File: config.mk
export PLATFORM = sky130hd
export DESIGN_NAME = hilo_unit
export DESIGN_NICKNAME = d
export VERILOG_FILES = /design/src/rtl/hilo_unit_pkg.sv /design/src/rtl/hilo_divider.sv /design/src/rtl/hilo_unit.sv
export SDC_FILE = /design/constraint.sdc
export NUM_CORES = 2
export LEC_CHECK = 0
export ABC_AREA = 1
export BUFFER_PORTS_ARGS = -buffer_cell sky130_fd_sc_hd__buf_2
export CAP_MARGIN = 20
export CORE_MARGIN = 1.5
export CORE_UTILIZATION = 30
export DETAILED_ROUTE_END_ITERATION = 8
export PLACE_DENSITY_LB_ADDON = 0.25
export SLEW_MARGIN = 20
export SYNTH_ARGS = -nofsm -noshare
export SYNTH_HDL_FRONTEND = slang
export SYNTH_HIERARCHICAL = 1
export SYNTH_SLANG_ARGS = --single-unit
File: constraint.sdc
create_clock -name clk -period 7.79 [get_ports clk]
set_clock_uncertainty 0.1 [all_clocks]
set_input_delay 0.779 -clock clk [delete_from_list [all_inputs] [get_ports clk]]
set_output_delay 0.779 -clock clk [all_outputs]
set_load 0.02 [all_outputs]
File: src/rtl/hilo_unit_pkg.sv
// Shared types for the HI/LO unit: pipeline op codes, direct-write descriptor,
// engine state encoding and the default divider iteration count.
package mycpu;

   localparam int DIV_ITERS_DEFAULT = 32;

   typedef enum logic [2:0] {
      OP_NOP   = 3'd0,
      OP_MULT  = 3'd1,
      OP_MULTU = 3'd2,
      OP_DIV   = 3'd3,
      OP_DIVU  = 3'd4,
      OP_ALU   = 3'd5
   } op_t;

   typedef struct packed {
      logic [31:0] hi;
      logic [31:0] lo;
   } write_hilo_t;

   typedef enum logic [1:0] {
      IDLE = 2'd0,
      MUL  = 2'd1,
      DIV  = 2'd2
   } hilo_state_t;

endpackage

File: src/rtl/hilo_divider.sv
// Iterative unsigned restoring divider, one quotient bit per cycle.
// quotient/remainder show the next-state value so the final bit is usable in the done cycle.
module hilo_divider
   import mycpu::*;
#(
   parameter int ITERS = DIV_ITERS_DEFAULT
) (
   input  logic        clk,
   input  logic        reset,
   input  logic        clear,
   input  logic        start,
   input  logic [31:0] dividend,
   input  logic [31:0] divisor,
   output logic [31:0] quotient,
   output logic [31:0] remainder,
   output logic        done
);

   localparam int CW = (ITERS > 1) ? $clog2(ITERS) : 1;

   logic          active_reg;
   logic [CW-1:0] cnt_reg;
   logic [31:0]   rem_reg;
   logic [31:0]   quo_reg;
   logic [31:0]   dvs_reg;

   logic [32:0]   shifted;
   logic [32:0]   diff;
   logic [31:0]   rem_next;
   logic [31:0]   quo_next;

   // Partial remainder stays below the divisor, so diff[32] is a clean borrow flag.
   assign shifted  = {rem_reg, quo_reg[31]};
   assign diff     = shifted - {1'b0, dvs_reg};
   assign rem_next = diff[32] ? shifted[31:0] : diff[31:0];
   assign quo_next = {quo_reg[30:0], ~diff[32]};

   assign quotient  = quo_next;
   assign remainder = rem_next;
   assign done      = active_reg && (cnt_reg == CW'(ITERS - 1));

   always_ff @(posedge clk) begin
      if (reset || clear) begin
         active_reg <= 1'b0;
         cnt_reg    <= '0;
         rem_reg    <= '0;
         quo_reg    <= '0;
         dvs_reg    <= '0;
      end else if (start) begin
         active_reg <= 1'b1;
         cnt_reg    <= '0;
         rem_reg    <= '0;
         quo_reg    <= dividend;
         dvs_reg    <= divisor;
      end else if (active_reg) begin
         rem_reg <= rem_next;
         quo_reg <= quo_next;
         if (done) begin
            active_reg <= 1'b0;
            cnt_reg    <= '0;
         end else begin
            cnt_reg <= cnt_reg + 1'b1;
         end
      end
   end

endmodule

File: src/rtl/hilo_unit.sv
// HI/LO register pair with multi-cycle MULT/MULTU/DIV/DIVU engine.
// Define HILO_FORWARD_EN to bypass direct writes combinationally onto rd_hi/rd_lo.
module hilo_unit
   import mycpu::*;
#(
   parameter int DIV_ITERS = DIV_ITERS_DEFAULT
) (
   input  logic        clk,
   input  logic        reset,
   input  logic        req_valid,
   output logic        req_ready,
   input  op_t         req_op,
   input  logic [31:0] req_a,
   input  logic [31:0] req_b,
   input  logic        cancel,
   input  logic        wr_hi_en,
   input  logic        wr_lo_en,
   input  write_hilo_t wr_hilo,
   output logic        busy,
   output logic [31:0] rd_hi,
   output logic [31:0] rd_lo
);

   hilo_state_t state_reg;
   op_t         op_reg;
   logic [31:0] a_reg;
   logic [31:0] b_reg;
   logic [31:0] hi_reg;
   logic [31:0] lo_reg;

   logic        accept;
   logic        is_mul_op;
   logic        is_div_op;
   logic        div_signed_req;
   logic [31:0] dvd_abs;
   logic [31:0] dvs_abs;
   logic [31:0] div_quotient;
   logic [31:0] div_remainder;
   logic        div_done;

   logic        mul_signed;
   logic [63:0] mul_a;
   logic [63:0] mul_b;
   logic [63:0] product;
   logic        neg_q;
   logic        neg_r;
   logic        eng_we;
   logic [31:0] eng_hi;
   logic [31:0] eng_lo;

   assign req_ready = (state_reg == IDLE);
   assign busy      = (state_reg != IDLE);

   assign is_mul_op = (req_op == OP_MULT) || (req_op == OP_MULTU);
   assign is_div_op = (req_op == OP_DIV)  || (req_op == OP_DIVU);
   assign accept    = req_valid && req_ready && !cancel;

   // The core only sees magnitudes; signs are reapplied at completion.
   assign div_signed_req = (req_op == OP_DIV);
   assign dvd_abs = (div_signed_req && req_a[31]) ? -req_a : req_a;
   assign dvs_abs = (div_signed_req && req_b[31]) ? -req_b : req_b;

   hilo_divider #(
      .ITERS(DIV_ITERS)
   ) u_divider (
      .clk      (clk),
      .reset    (reset),
      .clear    (cancel),
      .start    (accept && is_div_op),
      .dividend (dvd_abs),
      .divisor  (dvs_abs),
      .quotient (div_quotient),
      .remainder(div_remainder),
      .done     (div_done)
   );

   // Low 64 bits of a 64x64 product of extended operands equal the 32x32 result.
   assign mul_signed = (op_reg == OP_MULT);
   assign mul_a   = {{32{mul_signed && a_reg[31]}}, a_reg};
   assign mul_b   = {{32{mul_signed && b_reg[31]}}, b_reg};
   assign product = mul_a * mul_b;

   assign neg_q  = (op_reg == OP_DIV) && (a_reg[31] ^ b_reg[31]);
   assign neg_r  = (op_reg == OP_DIV) && a_reg[31];
   assign eng_we = !cancel && ((state_reg == MUL) || ((state_reg == DIV) && div_done));

   always_comb begin
      eng_hi = product[63:32];
      eng_lo = product[31:0];
      if (state_reg == DIV) begin
         if (b_reg == '0) begin
            eng_hi = a_reg;
            eng_lo = '1;
         end else begin
            eng_hi = neg_r ? -div_remainder : div_remainder;
            eng_lo = neg_q ? -div_quotient  : div_quotient;
         end
      end
   end

   always_ff @(posedge clk) begin
      if (reset) begin
         state_reg <= IDLE;
         op_reg    <= OP_NOP;
         a_reg     <= '0;
         b_reg     <= '0;
         hi_reg    <= '0;
         lo_reg    <= '0;
      end else begin
         // Direct writes take precedence over the engine for their half.
         if (wr_hi_en)    hi_reg <= wr_hilo.hi;
         else if (eng_we) hi_reg <= eng_hi;
         if (wr_lo_en)    lo_reg <= wr_hilo.lo;
         else if (eng_we) lo_reg <= eng_lo;

         if (accept && (is_mul_op || is_div_op)) begin
            op_reg <= req_op;
            a_reg  <= req_a;
            b_reg  <= req_b;
         end

         if (cancel) begin
            state_reg <= IDLE;
         end else begin
            case (state_reg)
               IDLE: begin
                  if (accept && is_mul_op)      state_reg <= MUL;
                  else if (accept && is_div_op) state_reg <= DIV;
               end
               MUL:     state_reg <= IDLE;
               DIV:     if (div_done) state_reg <= IDLE;
               default: state_reg <= IDLE;
            endcase
         end
      end
   end

`ifdef HILO_FORWARD_EN
   assign rd_hi = wr_hi_en ? wr_hilo.hi : hi_reg;
   assign rd_lo = wr_lo_en ? wr_hilo.lo : lo_reg;
`else
   assign rd_hi = hi_reg;
   assign rd_lo = lo_reg;
`endif

endmodule

==> metrics.md <==
| Metric | Value |
|---|---|
| TNS Setup | 0 ps |
| Final Total Pwr | approximately 6100 µW |
| Vias in the first global route | 53300 |
| CTS Buf Count | 31 |
| Syn avg cell area | ~7.1 µm² |
| Synth async-reset ratio | 0% |
| CP required | a little over 8000 ps |
| Largest net degree at the start of global routing | 91 |
| Input/output buffers | 202 |
| CP Launch Point | a_reg[0] |
| Register area share after synthesis | 8.17% |
| Die Wd | 441 µm |
| Vias | 51500 |
| Syn Nets | 9625 |
| Top delay family on crit path | adder cells |
| Largest cells by area after synthesis | fa_1 39%, nand2_1 15%, inv_1 13%, dfxtp_1 8.2%, ha_1 5.5% |
| Via density | 4.76 |
| Initial Util | 30.2% |
| Switching Power | 2880 µW |
| Power share of the clock group | 26.2% |
| H-tree lvl count | 1 |
| Hold Violations, Final | 0 |
| YS warnings | 6 |
| Final slew viol count | 0 |
| Sw Share | 47.2% |
| # setup viols final | 0 |
| Initial DRC Count | 3753 |
| Nets | 9782 |
| Slowest CP cell | dfxtp_2 |
| First-pass GRT wire length | between 300 and 400 mm |
| CP max FO | 16 |
| Rows | 160 |
| Filler cell count | around 21000 |
| Logic pwr share | between 50% and 60% |
| Maximum clock path buffer count | 3 |
| Core area | 0.190 mm² |
| Number of flops mapped to enable cells by yosys | 0 |
| CP arrival | between 7000 and 8000 ps |
| Minimum clock period | ~7600 ps |
| Share of power burned in registers | 22.0% |
| Fmax | 0.132 GHz |
| Post-synth cell types | 58 |
| Setup crit end | rd_hi[26] |
| Overall routing resource usage | 23.2% |
| Crit. End Element | flip-flop |
| CP startpoint kind | flip-flop |
| Worst vdd ir | 0.161 mV |
| Synth top cells by count | 2304 x nand2_1, 2053 x inv_1, 1126 x fa_1 |
| Most used DFF post-synth | dfxtp_1 |
| Leakage power | approximately 0.034 µW |
| Drt wl/cell | 20.6 µm |
| CTS Hold Bufs | 0 |
| Crit Reg-Reg Startpoint | a_reg[0] |
| Hpwl dp | ~190 mm |
| R2r endpoint | rd_hi[26] |
| CP dominant cell by count | fa_1 |
| Chip Height | 441 µm |
| Total congestion overflow | 0 |
| Maxcap violations | 0 |
| PwrDens | around 94 mW/mm² |
| CP Class | flip-flop to flip-flop |
| Largest stage delay on the critical path | 800 ps |
| CP Depth | 28 |
| Slew @ Worst Pin | 1150 ps |
| Post-synth top area cell | fa_1 |
| Worst-path clk slew | 70 ps |
| Die ar. | 0.195 mm² |
| DRC Markers | 0 |
| Most frequent cell after synthesis | nand2_1 |
| Critical path buffers and inverters | 5 |
| # IOs | ~200 |
| Flop-to-flop setup slack | 240 ps |
| CTS tree | built |
| Mapped Cells | 8111 |
| Pint | 3220 µW |
| Clock root cell | clkbuf_16 |
| Worst Hold Class | input pin to flip-flop |
| Final wirelength | 223 mm |
| Worst R2R Path Depth | 28 |
| #FFs+latches synth | 235 |
| TritonRoute pass-1 iters | 6 |
| GPL Wtd Cong | 0.984 |
| Synth top area share | between 30% and 40% |
| Post-route ant nets | 0 |
| Skew-Pair Late Insertion Delay | 620 ps |
| Share of cells above drive strength 1 | 10.1% |
| Slew headroom | 22.6% |
| RSZ-0062 raised after global routing | true |
| Cell area after synthesis | 0.0576 mm² |
| Area Overhead vs Synth | 13.0% |
| Antenna violations before repair | 28 |
| Part of the cycle the worst path needs | between 90% and 100% |
| Status | complete, no violations |
| Clock sinks | 235 |
-- worst min path at each step --
| stage | startpoint | depth (start not counted) | slack (ps) | end |
|---|---|---|---|---|
| 4_1_cts | wr_hilo[7] | 3 | 320 | rd_lo[7] |
| 2_1_floorplan | u_divider/dvs_reg[31] | 2 | 330 | u_divider/dvs_reg[31] |
| 3_5_place_dp | op_reg[2] | 2 | 360 | op_reg[2] |
| 6_report | wr_hilo[0] | 3 | 340 | rd_lo[0] |
| 3_3_place_gp | rd_lo[20] | 2 | 350 | rd_lo[20] |
| 5_1_grt | wr_hilo[6] | 3 | 340 | rd_lo[6] |
-- metal layers --
| metal | global-route usage (%) | up-vias | wire length (µm) |
|---|---|---|---|
| met3 | 2.68 | 326 | 12900 |
| met5 | 0 | - | 115 |
| met4 | 7.41 | 18 | 8540 |
| met1 | 31.5 | 25800 | 98300 |
| met2 | 38.4 | 1599 | 103000 |
| li1 | - | 23800 | - |
-- worst min-delay path: cells and delay by family --
kind | cells | cell delay, ps
AOI/OAI and AO/OA | 1 | 70
buffers and inverters | 1 | 90
and+or+nand+nor | 1 | 50
-- layout by cell type, fill, tap and decap left out, types with 12 or more instances in the layout --
cell / n
clkbuf_16: 32
nand4_1: 37
o21ai_0: 196
buf_12: 63
fa_1: 1118
diode_2: 14
buf_2: 202
nor3_1: 23
a22oi_1: 20
dfxtp_1: 216
xnor2_1: 19
o211ai_1: 18
xor2_1: 92
a31oi_1: 16
nor2_2: 56
nand3_1: 291
nor2_4: 16
a21oi_1: 276
inv_1: 2044
a21oi_2: 15
o21ai_1: 12
nand2_1: 2283
nor2_1: 472
ha_1: 239
o221ai_1: 20
buf_4: 271
nand3_2: 25
nand2_2: 30
inv_2: 18
dfxtp_2: 13
-- kinds of logic (layout without fill, tap and decap cells) --
family / Yosys count / count (layout) / share of synthesized area [%]
AO/OA/AOI/OAI: 617 / 617 / 5.98
adder cells (fa/ha/maj): 1377 / 1377 / 44.6
XOR/XNOR: 112 / 112 / 1.70
buffers and inverters: 2488 / 2669 / 16.6
AND/OR/NAND/NOR: 3282 / 3282 / 22.9
other: 0 / 14 / 0
flip-flops: 235 / 235 / 8.17
-- cell type report --
cell class	instances	area, µm²	area share [%]
clock inverters	23	278	0.427
clock buffers	34	817	1.26
repair buffers	540	4380	6.74
well taps	2511	3140	4.83
repair inverters	1	7.51	0.0115
multi-input cells	5388	43800	67.4
diodes	14	35.0	0.0539
inverters	2071	7790	12.0
flip-flops and latches	235	4740	7.29
-- power groups by stage --
| stage | clock network, µW | registers [µW] | logic (µW) |
|---|---|---|---|
| floorplan | 0 | 1330 | 1700 |
| global placement | 0 | 1360 | 3060 |
| detailed placement | 0 | 1360 | 3050 |
| CTS | 1620 | 1340 | 3090 |
| global route | 1660 | 1340 | 3440 |
| finish | 1600 | 1340 | 3160 |
-- per-stage QoR --
step	hold WS [ps]	setup WS, ps	utilization [%]	std cells	cell area (µm²)
2_1_floorplan	333	164	-	8111	57600
3_3_place_gp	353	-252	33.2	10700	63200
3_5_place_dp	355	-145	33.2	10700	63300
4_1_cts	315	1.15	33.8	10800	64400
5_1_grt	336	-80.9	34.2	10800	65000
6_report	337	240	34.2	10800	65000
-- timing repair --
item / in CTS / in global routing
setup buffers: 1 / 5
cloned: 1 / 1
endpoints found under the hold margin: 0 / 0
pin swaps: 0 / 11
resized for setup: 18 / 149
endpoints found under the setup margin: 15 / 36
Power figures use the tool's default switching activity.
